File: src/rtl/serial_a_paralelo_sync.sv
// Serial-to-parallel receiver with comma-based byte alignment.
// Hunts for COM_SYM bit by bit, then needs SYNC_COUNT aligned commas before delivering bytes.
module serial_a_paralelo_sync #(
    parameter logic [7:0]  COM_SYM    = 8'hBC,
    parameter logic [7:0]  IDLE_SYM   = 8'h7C,
    parameter int unsigned SYNC_COUNT = 4
) (
    input  logic       clk32f,
    input  logic       reset,
    input  logic       data_in,
    output logic       active,
    output logic [7:0] data_out,
    output logic       valid_out,
    output logic       idle_out
);

    typedef enum logic [1:0] {HUNT, SYNC, ACTIVE} state_t;

    localparam logic [4:0] SYNC_MAX = 5'(SYNC_COUNT);

    state_t     state, state_nx;
    logic [7:0] sr, sr_nx;
    logic [2:0] bit_cnt, bit_cnt_nx;
    logic [3:0] com_cnt, com_cnt_nx;
    logic [4:0] com_inc;
    logic       active_nx, valid_nx, idle_nx, byte_done;
    logic [7:0] data_nx;

    always_comb begin
        sr_nx      = {sr[6:0], data_in};
        byte_done  = (bit_cnt == 3'd7);
        com_inc    = {1'b0, com_cnt} + 5'd1;
        state_nx   = state;
        bit_cnt_nx = bit_cnt + 3'd1;
        com_cnt_nx = com_cnt;
        active_nx  = active;
        data_nx    = data_out;
        valid_nx   = 1'b0;
        idle_nx    = idle_out;
        case (state)
            HUNT: begin
                bit_cnt_nx = '0;
                if (sr_nx == COM_SYM) begin
                    state_nx   = SYNC;
                    com_cnt_nx = 4'd1;
                end
            end
            SYNC: begin
                if (byte_done) begin
                    if (sr_nx == COM_SYM) begin
                        // Saturate at SYNC_COUNT; reaching it switches to ACTIVE on the same edge
                        if (com_inc >= SYNC_MAX) begin
                            com_cnt_nx = SYNC_MAX[3:0];
                            state_nx   = ACTIVE;
                            active_nx  = 1'b1;
                        end else begin
                            com_cnt_nx = com_inc[3:0];
                        end
                    end else begin
                        state_nx   = HUNT;
                        com_cnt_nx = '0;
                        active_nx  = 1'b0;
                    end
                end
            end
            ACTIVE: begin
                if (byte_done) begin
                    data_nx  = sr_nx;
                    valid_nx = 1'b1;
                    idle_nx  = (sr_nx == IDLE_SYM);
                end
            end
            default: state_nx = HUNT;
        endcase
    end

    always_ff @(posedge clk32f) begin
        if (reset) begin
            state     <= HUNT;
            sr        <= '0;
            bit_cnt   <= '0;
            com_cnt   <= '0;
            active    <= 1'b0;
            data_out  <= '0;
            valid_out <= 1'b0;
            idle_out  <= 1'b0;
        end else begin
            state     <= state_nx;
            sr        <= sr_nx;
            bit_cnt   <= bit_cnt_nx;
            com_cnt   <= com_cnt_nx;
            active    <= active_nx;
            data_out  <= data_nx;
            valid_out <= valid_nx;
            idle_out  <= idle_nx;
        end
    end

endmodule

File: config.mk
export PLATFORM = sky130hd
export DESIGN_NAME = serial_a_paralelo_sync
export DESIGN_NICKNAME = d
export VERILOG_FILES = /design/src/rtl/serial_a_paralelo_sync.sv
export SDC_FILE = /design/constraint.sdc
export NUM_CORES = 1
export LEC_CHECK = 0
export CORE_MARGIN = 1.5
export CORE_UTILIZATION = 45
export DETAILED_ROUTE_END_ITERATION = 10
export HOLD_SLACK_MARGIN = 0.1
export PLACE_DENSITY = 0.67
export SLEW_MARGIN = 5
export SYNTH_ARGS = -nofsm -noshare
export SYNTH_HDL_FRONTEND = slang
export SYNTH_SLANG_ARGS = --single-unit
File: constraint.sdc
create_clock -name clk32f -period 2.9 [get_ports clk32f]
set_input_delay 0.58 -clock clk32f [delete_from_list [all_inputs] [get_ports clk32f]]
set_output_delay 0.58 -clock clk32f [all_outputs]
set_load 0.01 [all_outputs]
==> impl_metrics.csv <==
group,metric,value,unit
sta,finalCritPeriodShare,62.5,%
logic_synthesis,synth_seq_cells,27,
logic_synthesis,async_reset_ff_share,0,%
power_and_ir_drop,vdd_drop_max,0.000278,V
cells_and_area,diodes,0,
worst_hold_path,worstHoldPathType,"flip-flop to flip-flop",
clock_network,clock_latency,0.33,ns
clock_network,cts_resized,0,
logic_synthesis,syn_inst,102,
route,first_pass_iters,4,
logic_synthesis,syn_area_per_cell,10.5,um2
place,dp_hpwl,1270,um
logic_synthesis,yosysTopAreaCell,"dfxtp_1",
sta,setup_viol,0,
route,drtIter0Drc,8,
clock_network,cts_max_level,1,
power_and_ir_drop,p_per_area,441,nW/um2
die,design.core.area,2230,um2
global_route,grt_pass1_vias,685,
clock_network,cts-hold-fix-buffers,0,
clock_network,cts.sinks,27,
flow_run,maxCapViolations,0,
sta,max_freq,0.552,GHz
logic_synthesis,synth_top_area_share,50.6,%
logic_synthesis,synthFlopType,"dfxtp_1",
logic_synthesis,synth.most_common_cell,"dfxtp_1",
worst_setup_path,cp_max_fo,3,
power_and_ir_drop,p_total,552,uW
clock_network,cts_made_buffers,3,
die,start_util,47.8,%
worst_setup_path,crit_path_start_kind,"flip-flop",
sta,min_period,1.81,ns
logic_synthesis,synth_edf_count,0,
cells_and_area,nets,125,
die,dieWidth,51.7,um
worst_setup_path,crit_chain,"clkdlybuf4s50_1",
logic_synthesis,netlist_top_cells_count,"27 x dfxtp_1, 17 x nor2_1, 9 x nor2b_1, 8 x mux2i_1, 5 x nand2_1",
clock_network,cts.clk_slew.worst_paths,0.13,ns
sta,grt_setup_unrepaired,"false",
global_route,grt.overflow.total,0,
die,boundaryPins,14,
sta,clock_skew,0.00577,ns
worst_setup_path,crit_family,"buffers and inverters",
logic_synthesis,synth_area_leaders,"dfxtp_1 51%, mux2i_1 7.5%, nor2_1 6.0%",
global_route,gr-usage-all-layers,15.8,%
logic_synthesis,yosys_warnings,0,
sta,layout_setup_ws,1.09,ns
clock_network,tritoncts,"yes",
sta,tightest_slew,0.417,ns
route,wire_per_inst,12.2,um
worst_setup_path,crit_required,2.32,ns
worst_setup_path,crit_arrival,1.23,ns
global_route,grt_pass1_wl,3080,um
die,die_h,51.7,um
route,ant_nets,0,
die,die_area,2680,um2
worst_setup_path,worst-setup-path-type,"flip-flop to output pin",
worst_setup_path,cpMaxStageDelayCell,"clkdlybuf4s50_1",
logic_synthesis,yosys.cell_types.count,28,
sta,relSlewSlack,72.1,%
route,drt_drc_violations_left,0,
logic_synthesis,yosysSeqAreaShare,50.6,%
cells_and_area,drive_gt1_share,8.55,%
global_route,grt_start_max_net_pins,18,
clock_network,postCtsSetupBuffers,0,
power_and_ir_drop,leakage,0.000549,uW
place,io_buffers,13,
cells_and_area,area_growth,17.1,%
place,pre_cts_slack,0.983,ns
die,num_rows,17,
route,via_per_inst,5.20,
route,vias,754,
run_status,status,"completed",
route,routed_wl,1760,um
worst_setup_path,critical-path-max-stage-delay,0.54,ns
logic_synthesis,syn_nets,109,
sta,drv_slew,0,
place,routabilityCongestion,0.707,
global_route,antenna_found_initial,0,
logic_synthesis,netlist_area,1070,um2
clock_network,clk_path_buf_depth,2,
clock_network,cts-root-buf,"clkbuf_4",
sta,hold_viol,0,
worst_setup_path,crit_buf_inv,1,
worst_setup_path,critPathCaptureType,"output pin",
sta,finalSetupTns,0,ns
==> state kept, by name (all words and copies together) (netlist names) <==
register / flops
idle_out: 1
com_cnt: 4
state: 2
bit_cnt: 3
valid_out: 1
active: 1
data_out: 8
sr: 7
==> layer usage <==
layer  wire length, um  part of all wire [%]  track usage, %
met2               781                    44            23.7
met5                 0                     0               0
met3                68                   3.9            5.17
met1               875                    50            20.3
met4                38                   2.2            7.89
==> through the flow <==
stage,instances,instance area (um2),util (%),hold WS [ns]
5_1_grt,145,1250,56.0,0.464
6_report,145,1250,56.0,0.451
3_3_place_gp,141,1220,54.8,0.417
4_1_cts,145,1250,56.0,0.454
3_5_place_dp,141,1220,54.8,0.435
2_1_floorplan,102,1070,-,0.408
==> layout by cell type, fill, tap and decap left out, types with 3 or more instances in the layout <==
| cell | Yosys | layout |
|---|---|---|
| nor2_1 | 17 | 17 |
| nand2_1 | 5 | 5 |
| nor2b_1 | 9 | 9 |
| dfxtp_1 | 27 | 27 |
| o21ai_1 | 3 | 3 |
| ha_1 | 4 | 4 |
| clkbuf_4 | 0 | 3 |
| a21oi_1 | 4 | 4 |
| clkdlybuf4s50_1 | 0 | 13 |
| mux2i_1 | 8 | 8 |
==> cells by family after synthesis <==
| kind of cell | after synthesis | synth area share [%] |
|---|---|---|
| buffers and inverters | 4 | 2.22 |
| AND/OR/NAND/NOR | 45 | 26.1 |
| flip-flops | 27 | 50.6 |
| XOR/XNOR | 1 | 0.820 |
| AO/OA/AOI/OAI | 13 | 8.08 |
| adder cells (fa/ha/maj) | 4 | 4.68 |
| multiplexers | 8 | 7.49 |
==> cell type report <==
type	instances	area, um2
multi-input cells	71	504
repair buffers	15	145
flip-flops and latches	27	541
fillers	194	982
well taps	28	35.0
clock buffers	4	26.3
==> path summary, 6_finish.rpt <==
path	start	end	slack, ns	cells after the start
setup / recovery	active	active	1.09	1
hold / removal	bit_cnt[0]	bit_cnt[0]	0.45	1
setup reg to reg	bit_cnt[0]	idle_out	1.35	7
hold reg to reg	bit_cnt[0]	bit_cnt[0]	0.45	1
==> report_power, final <==
| part | total (uW) | switching, uW | internal (uW) |
|---|---|---|---|
| Sequential | 375 | 2.11 | 373 |
| Combinational | 14.6 | 7.75 | 6.85 |
| Clock | 162 | 108 | 53.9 |
| Total | 552 | 118 | 434 |
(Power assumes the default switching activity.)
